### src/rtl/wm_pkg.sv
// Shared constants, weight type, FSM states and sigma helpers for the
// watermark embedding block.
package wm_pkg;

    localparam int SIGMA_FULL = 10000;
    localparam int Q_FRAC     = 10;
    localparam int DIV_W      = 24;

    typedef logic [10:0] q10_t;

    typedef enum logic [2:0] {
        ST_IDLE,
        ST_DIV_A,
        ST_DIV_B,
        ST_EMBED,
        ST_DRAIN
    } state_t;

    function automatic logic [13:0] clampSigma(input logic [13:0] s);
        return (s > 14'(SIGMA_FULL)) ? 14'(SIGMA_FULL) : s;
    endfunction

    // Weight span times clamped sigma; the result always fits the divider width.
    function automatic logic [DIV_W-1:0] scaleSpan(input int unsigned span, input logic [13:0] s);
        return DIV_W'(span * 32'(s));
    endfunction

endpackage

### src/rtl/seq_div.sv
// Restoring unsigned divider: one quotient bit per cycle, DIV_W cycles per
// division, with the first bit resolved on the start cycle itself.
module seq_div
    import wm_pkg::*;
(
    input  logic             clk,
    input  logic             rst,
    input  logic             start,
    input  logic [DIV_W-1:0] numerator,
    input  logic [13:0]      denominator,
    output logic             done,
    output logic [DIV_W-1:0] quotient
);

    logic [13:0]      rem_q;
    logic [13:0]      den_q;
    logic [DIV_W-1:0] quo_q;
    logic [4:0]       cnt_q;
    logic             active_q;
    logic             done_q;

    logic [13:0]      remIn;
    logic [13:0]      denIn;
    logic [DIV_W-1:0] quoIn;
    logic [14:0]      trial;
    logic             fits;
    logic [13:0]      rem_d;
    logic [DIV_W-1:0] quo_d;

    // A start overrides any division in flight and feeds the fresh operands
    // straight into the first step.
    always_comb begin
        remIn = rem_q;
        quoIn = quo_q;
        denIn = den_q;
        if (start) begin
            remIn = '0;
            quoIn = numerator;
            denIn = denominator;
        end
        trial = {remIn, quoIn[DIV_W-1]};
        fits  = (trial >= {1'b0, denIn});
        rem_d = fits ? 14'(trial - {1'b0, denIn}) : trial[13:0];
        quo_d = {quoIn[DIV_W-2:0], fits};
    end

    always_ff @(posedge clk) begin
        if (rst) begin
            rem_q    <= '0;
            den_q    <= '0;
            quo_q    <= '0;
            cnt_q    <= '0;
            active_q <= 1'b0;
            done_q   <= 1'b0;
        end else if (start) begin
            rem_q    <= rem_d;
            quo_q    <= quo_d;
            den_q    <= denominator;
            cnt_q    <= 5'(DIV_W - 1);
            active_q <= 1'b1;
            done_q   <= 1'b0;
        end else if (active_q) begin
            rem_q    <= rem_d;
            quo_q    <= quo_d;
            cnt_q    <= cnt_q - 5'd1;
            active_q <= (cnt_q != 5'd1);
            done_q   <= (cnt_q == 5'd1);
        end else begin
            done_q   <= 1'b0;
        end
    end

    assign done     = done_q;
    assign quotient = quo_q;

endmodule

### src/rtl/wm_embed_block.sv
// Per-block watermark embedder: sigma -> (alpha, beta) via a shared divider, then
// a 2-stage alpha*host + beta*wm pipeline. EMBED_SATURATE_EN clamps instead of wrapping.
module wm_embed_block
    import wm_pkg::*;
#(
    parameter int ALPHA_MIN = 973,
    parameter int ALPHA_MAX = 1014,
    parameter int BETA_MIN  = 10,
    parameter int BETA_MAX  = 51
) (
    input  logic       clk,
    input  logic       rst,
    input  logic [9:0] M,
    input  logic [13:0] sigma_in,
    input  logic       sigma_valid,
    input  logic [7:0] host_pixel,
    input  logic [7:0] wm_pixel,
    input  logic       pix_valid,
    output logic       pix_ready,
    output logic [7:0] out_pixel,
    output logic       out_valid,
    output logic       block_done,
    output logic       busy
);

    localparam int unsigned ALPHA_SPAN = ALPHA_MAX - ALPHA_MIN;
    localparam int unsigned BETA_SPAN  = BETA_MAX - BETA_MIN;

    state_t      state_q;
    logic [13:0] sigma_q;
    logic [19:0] count_q;
    q10_t        alpha_q;
    q10_t        beta_q;
    logic        pixReady_q;
    logic        busy_q;
    logic        blockDone_q;

    logic [18:0] prodHost_q;
    logic [18:0] prodWm_q;
    logic        stage1Valid_q;
    logic        stage1Last_q;
    logic        outValid_q;
    logic [7:0]  outPixel_q;

    logic             divStart;
    logic             divDone;
    logic [DIV_W-1:0] divNum;
    logic [DIV_W-1:0] divQuo;
    logic             accept;
    logic             lastAccept;
    logic [20:0]      sum_d;
    logic [10:0]      r_d;
    logic [7:0]       pixel_d;

    seq_div u_div (
        .clk         (clk),
        .rst         (rst),
        .start       (divStart),
        .numerator   (divNum),
        .denominator (14'(SIGMA_FULL)),
        .done        (divDone),
        .quotient    (divQuo)
    );

    // The alpha division launches on the sigma_valid cycle itself; the beta
    // division launches on the cycle the alpha quotient is taken.
    always_comb begin
        divStart = 1'b0;
        divNum   = '0;
        if (state_q == ST_IDLE && sigma_valid) begin
            divStart = 1'b1;
            divNum   = scaleSpan(ALPHA_SPAN, clampSigma(sigma_in));
        end else if (state_q == ST_DIV_A && divDone) begin
            divStart = 1'b1;
            divNum   = scaleSpan(BETA_SPAN, sigma_q);
        end
    end

    assign accept     = pix_valid && pixReady_q;
    assign lastAccept = accept && (count_q == 20'd1);

    always_ff @(posedge clk) begin
        if (rst) begin
            state_q     <= ST_IDLE;
            sigma_q     <= '0;
            count_q     <= '0;
            alpha_q     <= '0;
            beta_q      <= '0;
            pixReady_q  <= 1'b0;
            busy_q      <= 1'b0;
            blockDone_q <= 1'b0;
        end else begin
            blockDone_q <= stage1Last_q;
            case (state_q)
                ST_IDLE: begin
                    if (sigma_valid) begin
                        sigma_q <= clampSigma(sigma_in);
                        count_q <= 20'(M) * 20'(M);
                        busy_q  <= 1'b1;
                        state_q <= ST_DIV_A;
                    end
                end
                ST_DIV_A: begin
                    if (divDone) begin
                        alpha_q <= q10_t'(ALPHA_MIN) + q10_t'(divQuo);
                        state_q <= ST_DIV_B;
                    end
                end
                ST_DIV_B: begin
                    if (divDone) begin
                        beta_q <= q10_t'(BETA_MAX) - q10_t'(divQuo);
                        // An empty block finishes here with a lone done pulse.
                        if (count_q == '0) begin
                            blockDone_q <= 1'b1;
                            busy_q      <= 1'b0;
                            state_q     <= ST_IDLE;
                        end else begin
                            pixReady_q <= 1'b1;
                            state_q    <= ST_EMBED;
                        end
                    end
                end
                ST_EMBED: begin
                    if (accept) begin
                        count_q <= count_q - 20'd1;
                        if (count_q == 20'd1) begin
                            pixReady_q <= 1'b0;
                            state_q    <= ST_DRAIN;
                        end
                    end
                end
                ST_DRAIN: begin
                    if (stage1Last_q) begin
                        busy_q  <= 1'b0;
                        state_q <= ST_IDLE;
                    end
                end
                default: state_q <= ST_IDLE;
            endcase
        end
    end

    always_comb begin
        sum_d = 21'(prodHost_q) + 21'(prodWm_q) + 21'(1 << (Q_FRAC - 1));
        r_d   = 11'(sum_d >> Q_FRAC);
`ifdef EMBED_SATURATE_EN
        pixel_d = (r_d > 11'd255) ? 8'hFF : 8'(r_d);
`else
        pixel_d = 8'(r_d);
`endif
    end

    always_ff @(posedge clk) begin
        if (rst) begin
            prodHost_q    <= '0;
            prodWm_q      <= '0;
            stage1Valid_q <= 1'b0;
            stage1Last_q  <= 1'b0;
            outValid_q    <= 1'b0;
            outPixel_q    <= '0;
        end else begin
            stage1Valid_q <= accept;
            stage1Last_q  <= lastAccept;
            if (accept) begin
                prodHost_q <= 19'(host_pixel) * 19'(alpha_q);
                prodWm_q   <= 19'(wm_pixel) * 19'(beta_q);
            end
            outValid_q <= stage1Valid_q;
            if (stage1Valid_q) begin
                outPixel_q <= pixel_d;
            end
        end
    end

    assign pix_ready  = pixReady_q;
    assign out_pixel  = outPixel_q;
    assign out_valid  = outValid_q;
    assign block_done = blockDone_q;
    assign busy       = busy_q;

endmodule

### config.mk
export PLATFORM = sky130hd
export DESIGN_NAME = wm_embed_block
export DESIGN_NICKNAME = d
export VERILOG_FILES = /design/src/rtl/wm_pkg.sv /design/src/rtl/seq_div.sv /design/src/rtl/wm_embed_block.sv
export SDC_FILE = /design/constraint.sdc
export NUM_CORES = 1
export LEC_CHECK = 0
export ABC_CLOCK_PERIOD_IN_PS = 5990
export CAP_MARGIN = 20
export CORE_MARGIN = 2
export CORE_UTILIZATION = 50
export CTS_CLUSTER_SIZE = 20
export DETAILED_ROUTE_END_ITERATION = 7
export DONT_BUFFER_PORTS = 1
export PLACE_DENSITY_LB_ADDON = 0.15
export SKIP_LAST_GASP = 1
export SLEW_MARGIN = 30
export SYNTH_ARGS = -nofsm -noshare
export SYNTH_HDL_FRONTEND = slang
export SYNTH_SLANG_ARGS = --single-unit
### constraint.sdc
create_clock -name clk -period 5.99 [get_ports clk]
set_input_delay 0.599 -clock clk [delete_from_list [all_inputs] [get_ports clk]]
set_output_delay 0.599 -clock clk [all_outputs]
set_load 0.05 [all_outputs]
### Word-level counts from Yosys, hierarchy flattened

Cells that the tools add are included.

* $lt $le $gt $ge: 2
* $add $sub $neg: 7
* eq/ne operators: 15
* reductions and logical operators: 19
* multiplexer cells: 41
* $mul: 5
* bitwise operators: 1

Operators by type and width (count)
* 14-bit two-way mux: 6
* 20-bit two-way mux: 4
* 24-bit two-way mux: 3
* 6-bit by 14-bit multiplier with 20-bit output, first input constant: 2
* 20-bit case mux with 2 select lines: 1
* 8-bit by 11-bit multiplier with 18-bit output: 2
* 20-bit by 1-bit equality test with 1-bit output, second input constant: 1
* 20-bit zero test: 1
* 10-bit by 10-bit multiplier with 20-bit output: 1
* 20-bit by 1-bit subtractor with 20-bit output, second input constant: 1
* 18-bit by 10-bit adder with 18-bit output, second input constant: 1
* 18-bit adder: 1
* 3-bit two-way mux: 6
* 15-bit by 14-bit greater-or-equal comparator with 1-bit output: 1
* 1-bit two-way mux: 15
* 3-bit case mux with 5 select lines: 1
* 14-bit greater-than comparator, second input constant: 1
* 14-bit subtractor: 1
* 2-bit != test, second input constant: 6
* 10-bit by 11-bit adder with 11-bit output, first input constant: 1
* 6-bit by 11-bit subtractor with 11-bit output, first input constant: 1
* 5-bit two-way mux: 2
* 5-bit AND reduction: 2
* 3-bit by 2-bit equality test with 1-bit output, second input constant: 2
* other kinds (19): 27

* output and inout port bits: 12
* register bits after elaboration: 168
* word-level logic and storage cells: 111
* input bits: 44

### Logic depth before layout (Yosys ltp)

* depth after elaboration: 9
* depth in mapped cells: 20
* mapped depth without buffers: 19

### Hierarchy

Synthesis repeated with hierarchy kept, for this count alone.

* cells, all modules: 2407
* area total of the unflattened synthesis: 19954.1 sq um

By module, submodules not included
* wm_embed_block: sequential area each 2182.1 sq um, area each 16584.7 sq um, cells an instance 2010, times used 1
* seq_div: sequential area each 1181.1 sq um, area each 3369.5 sq um, cells an instance 397, times used 1

### Worst setup path after synthesis

OpenSTA, ideal clock, no wires.

* kind: input-to-reg
* start: in M[9]
* end: reg count_q[18]
* stages: 18
* buffers on the path: 1
* path slack: 0.820 ns
* required time: 5.860 ns
* library setup time: 0.130 ns
* arrival: 5.039 ns
* cell sequence: clkbuf_1 -> nand2_1 -> fa_1 -> fa_1 -> inv_1 -> fa_1 -> fa_1 -> inv_1 -> fa_1 -> inv_1 -> ha_1 -> o21ai_0 -> nand2b_1 -> a21oi_1 -> a31oi_1 -> mux2i_1 -> a311oi_1 -> o22ai_1

* longest elaborated chain between the ends: 3

RTL lines
* from (decl): line wm_embed_block.sv:13 `input logic [9:0] M,`
* 10-bit by 10-bit multiplier with 20-bit output: line wm_embed_block.sv:98 `count_q <= 20'(M) * 20'(M);`
* 20-bit two-way mux: line wm_embed_block.sv:96 `if (sigma_valid) begin`
* 20-bit case mux with 2 select lines: line wm_embed_block.sv:94 `case (state_q)`
* to (signal assigned): line wm_embed_block.sv:98
* to (signal assigned): line wm_embed_block.sv:125 `count_q <= count_q - 20'd1;`
* to (decl): line wm_embed_block.sv:31 `logic [19:0] count_q;`

No other way between the ends. The select of a mux whose other input is x is not followed.
A chain may end at the register's enable or synchronous reset.

### Final worst setup path

* start: reg state_q[0]
* end: reg u_div.rem_q[2]

* longest elaborated chain between the ends: 9
* elaborated cells between the ends (all ways): 15
* those cells by class: 1 x add/sub; 1 x order compare; 1 x eq/ne; 8 x mux; 4 x reduce/logical

RTL lines
* from (decl): line wm_embed_block.sv:29 `state_t state_q;`
* from (signal assigned): line wm_embed_block.sv:84 `state_q <= ST_IDLE;`
* from (signal assigned): line wm_embed_block.sv:100 `state_q <= ST_DIV_A;`
* from (signal assigned): line wm_embed_block.sv:106 `state_q <= ST_DIV_B;`
* 3-bit by 1-bit equality test with 1-bit output: line wm_embed_block.sv:73 `end else if (state_q == ST_DIV_A && divDone) begin`
* 1-bit logical AND: line wm_embed_block.sv:73
* 1-bit two-way mux: line wm_embed_block.sv:73
* 1-bit two-way mux *: line wm_embed_block.sv:70 `if (state_q == ST_IDLE && sigma_valid) begin`
* 24-bit two-way mux or 14-bit two-way mux (tied branches): line seq_div.sv:36 `if (start) begin`
* 14-bit subtractor or 15-bit by 14-bit greater-or-equal comparator with 1-bit output (tied branches): line seq_div.sv:43, seq_div.sv:42
* 14-bit two-way mux: line seq_div.sv:43 `rem_d = fits ? 14'(trial - {1'b0, denIn}) : trial[13:0];`
* 14-bit two-way mux: line seq_div.sv:62 `end else if (active_q) begin`
* 14-bit two-way mux: line seq_div.sv:55 `end else if (start) begin`
* to (signal assigned): line seq_div.sv:56 `rem_q <= rem_d;`
* to (signal assigned): line seq_div.sv:63 `rem_q <= rem_d;`
* to (decl): line seq_div.sv:15 `logic [13:0] rem_q;`

Mark *: on every way between the ends. The rest lies on a longest branch, timed or not. The select of a mux whose other input is x is not followed.

==> results by stage <==
Outcome:
- The run finished with clean final reports.

Synthesis:
- The share of synthesized area occupied by flip-flops and latches is 0.171.
- The leading area contributor after synthesis is sky130_fd_sc_hd__fa_1.
- The number of synthesized flops with an enable pin is 0.
- By area the synthesized netlist is led by sky130_fd_sc_hd__fa_1 17%, sky130_fd_sc_hd__dfxtp_1 17%, sky130_fd_sc_hd__ha_1 17%, sky130_fd_sc_hd__inv_1 5.9%, sky130_fd_sc_hd__nand2_1 5.0%.
- The synthesis-stage register bit count is 168.
- In this run the cell area of the synthesized design comes to 0.0197 mm2.
- Of all flip-flops after synthesis, the portion carrying an async set or reset was 0.
- The average instance area after synthesis is 8.16 um2.
- The total of warnings raised by yosys is 0.
- Counting distinct cell types in the post-synthesis netlist gives 75.
- The most used flip-flop cell after synthesis is sky130_fd_sc_hd__dfxtp_1.
- The number of nets in the synthesized netlist is 2889.
- The cell count after synthesis came out at 2410.
- The area share of the leading cell type in the synthesized netlist is 0.174.

GRT:
- The initial antenna violation count was 0.
- The maximum number of pins on one net before global-route repair is 137.
- The number of global-route vias before repair was around 16000.
- The total congestion overflow after global routing is 0.
- The all-layer global routing usage is 0.234.
- The wire length of the first global-routing pass is a little under 80000 um.

CTS:
- CTS placed an instance of sky130_fd_sc_hd__clkbuf_16 at the clock tree root.
- Buffers inserted during clock tree synthesis total 17.
- TritonCTS built the clock tree.
- The number of buffers inserted by post-CTS setup repair is 0.
- The hold buffer count at CTS is 0.
- The total of cells resized after clock tree synthesis is 0.
- The maximum clock insertion buffer count is 2.
- The insertion delay of the later-clocked pin in the worst-skew pair is 450 ps.
- Clock tree synthesis found a total of 168 sinks.
- The CTS clock-pin slew for the worst setup and hold paths is 70 ps.
- The number of H-tree branching levels is 4.

Critical path:
- The cell with the biggest individual delay on the critical path is sky130_fd_sc_hd__a21oi_1.
- The worst register-to-register path has a depth of 13.
- The worst setup path is launched from a register.
- Data arrives at the worst endpoint at ~5200 ps.
- The worst setup path is of the register to register kind.
- In this design, the stage delay of the slowest critical-path cell is 730 ps.
- Traced cell by cell, the critical path runs through mux2_2, nand2_1, buf_4, nand2_1, ha_1, inv_1, o21ai_0, o311ai_0, o211ai_1, a21oi_1, buf_4, mux2i_1, a211oi_1.
- The critical path runs through a total of 13 cells.
- The cell family with the largest share of critical-path delay is compound AO/OA/AOI/OAI gates.
- At the worst endpoint, the required time is 6310 ps.
- The critical path contains buffers and inverters numbering 3 combined.
- The worst setup path is captured at a register.
- The largest fanout on the critical path is 20.

Routing:
- Wires add up to between 40000 and 50000 um.
- The vias per cell is 5.63.
- The routed layout has 16100 vias.
- After detailed routing, the average wire length per cell comes to around 16 um.
- For this run, design rule violations remaining after detail routing come to 0.
- The number of routed nets with antenna violations is 0.
- The detailed router finished its first iteration with 800 violations.
- The first TritonRoute pass finished after 5 iterations.

Timing:
- The minimum hold slack is 257 ps.
- Setup repair after global routing left no endpoint under its margin.
- The setup TNS is 0 ps.
- The clock arrives with 11.6 ps of skew.
- The setup-violating endpoint count in the final report is 0.
- The final period demand of the worst path is 4900 ps.
- The transition time of the tightest slew-check pin is 899 ps.
- Of the available clock period, the critical path in the final layout requires 0.819.
- Based on the critical path, the design can be clocked at up to 204 MHz.
- The headroom to the max-slew limit is 0.401.
- The final-report hold violation count is 0.
- The total count of max-transition violations in the final report came to 0.

Placed design:
- Once placement finished, the instance area stood at 0.0200 mm2.
- The routability congestion estimate from global placement is 0.905.
- The estimated wirelength of the detail-placed design is 36200 um.
- The number of buffers added on ports is 0.

Pwr:
- In this run the static leakage power is 9.54 nW.
- Of the total power, the clock network draws 0.180.
- Of the total power, combinational logic draws 0.569.
- Power spread over the standard cell area amounts to approximately 300 mW/mm2.
- The analysis attributes to net switching a power of 0.00284 W.
- The maximum vdd ir drop is approximately 0.23 mV.
- The register share of total power is 0.250.
- Summing internal, switching and leakage power gives just over 0.006 W.
- The internal power summed over all cells is 0.00329 W.
- The switching part of the total is 0.463.

Die:
- The core area is roughly 0.039 mm2.
- The die covers approximately 0.04 mm2.
- The boundary pin count is 56.
- The number of standard-cell rows in the floorplan is 72.
- The floorplan step set the die height to 202 um.
- The die boundary width is 202 um.
- The initial core utilization is 0.508.

Hold path:
- In this run the worst hold path is classified as input port to register.
- The worst hold path stage count is 1.

Finish:
- Leaving out fill and tap cells, the most frequent cell in the layout is sky130_fd_sc_hd__inv_1.
- The antenna cell count is 0.
- From synthesis to final layout, the design area changed by 4.55%.
- The final instance area is 0.0206 mm2.
- Leaving out fill and tap cells, the most frequent cells in the layout are 310 x sky130_fd_sc_hd__inv_1, 264 x sky130_fd_sc_hd__ha_1, 263 x sky130_fd_sc_hd__nand2_1.
- The share of post-route cells with drive strength above 1 is 0.0316.
- For this run, the share of the core covered by cells in the final layout is 0.531.
- At the end of the flow, the number of nets in the layout was 2805.

Flow run:
- The tool flagged a number of max-cap violations equal to 0.
per-layer routing:
| layer | vias to the layer above | share of wire | wire [um] | global-route usage |
|---|---|---|---|---|
| met5 | - | 0 | 0 | 0 |
| met1 | 7801 | 0.46 | 21400 | 0.306 |
| met2 | 292 | 0.49 | 22900 | 0.409 |
| li1 | 7941 | - | - | - |
| met4 | 0 | 0.017 | 781 | 0.0581 |
| met3 | 53 | 0.034 | 1590 | 0.0298 |
power by group through the flow:
stage          Clock, W  Combinational [W]  Sequential (W)
3_3_place_gp          0            0.00337         0.00155
3_5_place_dp          0            0.00343         0.00155
2_1_floorplan         0            0.00280         0.00145
4_1_cts         0.00112            0.00346         0.00153
5_1_grt         0.00117            0.00393         0.00156
6_report        0.00110            0.00349         0.00153
flip-flops by register name (all words and copies together), names as in the netlist:
signal and cells:
beta_q 11, u_div.quotient 24, state_q 3, alpha_q 11
u_div.done 1, u_div.active_q 1, u_div.cnt_q 5, count_q 20
sigma_q 14, stage1Last_q 1, u_div.den_q 14, prodHost_q 18
pix_ready 1, stage1Valid_q 1, busy 1, out_valid 1
block_done 1, prodWm_q 18, out_pixel 8, u_div.rem_q 14
final timing paths:
check              endpoint  slack [ps]         from
min               beta_q[2]         260          rst
max          u_div.rem_q[2]        1090   state_q[0]
max reg2reg  u_div.rem_q[2]        1090   state_q[0]
min reg2reg     prodWm_q[8]         460  prodWm_q[8]
cell families after synthesis:
| kind of cell | after synthesis | share of synthesized area |
|---|---|---|
| compound gates | 480 | 0.158 |
| xor+xnor | 92 | 0.0409 |
| fa+ha+maj | 435 | 0.342 |
| buf+inv | 424 | 0.0814 |
| flops | 168 | 0.171 |
| mux | 19 | 0.00998 |
| simple gates | 792 | 0.197 |
cell type report:
| type | count | area (um2) |
|---|---|---|
| Clock buffer | 17 | 425 |
| Clock inverter | 15 | 151 |
| Fill cell | 3740 | 18200 |
| Inverter | 310 | 1160 |
| Multi-Input combinational cell | 1818 | 14700 |
| Sequential cell | 168 | 3360 |
| Tap cell | 518 | 648 |
| Timing Repair Buffer | 11 | 82.6 |
per-stage QoR:
stage | worst slack, ps | instances
after floorplan | 820 | 2410
after global placement | 847 | 2825
after detailed placement | 685 | 2825
after CTS | 1150 | 2857
after global routing | 812 | 2857
final | 1090 | 2857
Yosys cell counts (8+ instances only):
master and number:
sky130_fd_sc_hd__nor2b_1 29, sky130_fd_sc_hd__nor3_1 34, sky130_fd_sc_hd__a221oi_1 10, sky130_fd_sc_hd__nand3_1 41
sky130_fd_sc_hd__o22ai_1 10, sky130_fd_sc_hd__a31oi_1 18, sky130_fd_sc_hd__nand2_1 264, sky130_fd_sc_hd__or3_1 14
sky130_fd_sc_hd__nand4_1 13, sky130_fd_sc_hd__mux2i_1 14, sky130_fd_sc_hd__o21ai_0 96, sky130_fd_sc_hd__nand2b_1 18
sky130_fd_sc_hd__and3_1 18, sky130_fd_sc_hd__xnor2_1 62, sky130_fd_sc_hd__a21oi_1 143, sky130_fd_sc_hd__clkbuf_1 108
sky130_fd_sc_hd__o211ai_1 16, sky130_fd_sc_hd__xor2_1 30, sky130_fd_sc_hd__inv_1 310, sky130_fd_sc_hd__a21o_1 26
sky130_fd_sc_hd__o21a_1 16, sky130_fd_sc_hd__nand3b_1 9, sky130_fd_sc_hd__and2_1 151, sky130_fd_sc_hd__o311ai_0 9
sky130_fd_sc_hd__nor2_1 160, sky130_fd_sc_hd__ha_1 264, sky130_fd_sc_hd__a211oi_1 45, sky130_fd_sc_hd__dfxtp_1 168
sky130_fd_sc_hd__nor4_1 11, sky130_fd_sc_hd__o31a_1 8, sky130_fd_sc_hd__o31ai_1 12, sky130_fd_sc_hd__fa_1 171
(Power assumes the default switching activity.)
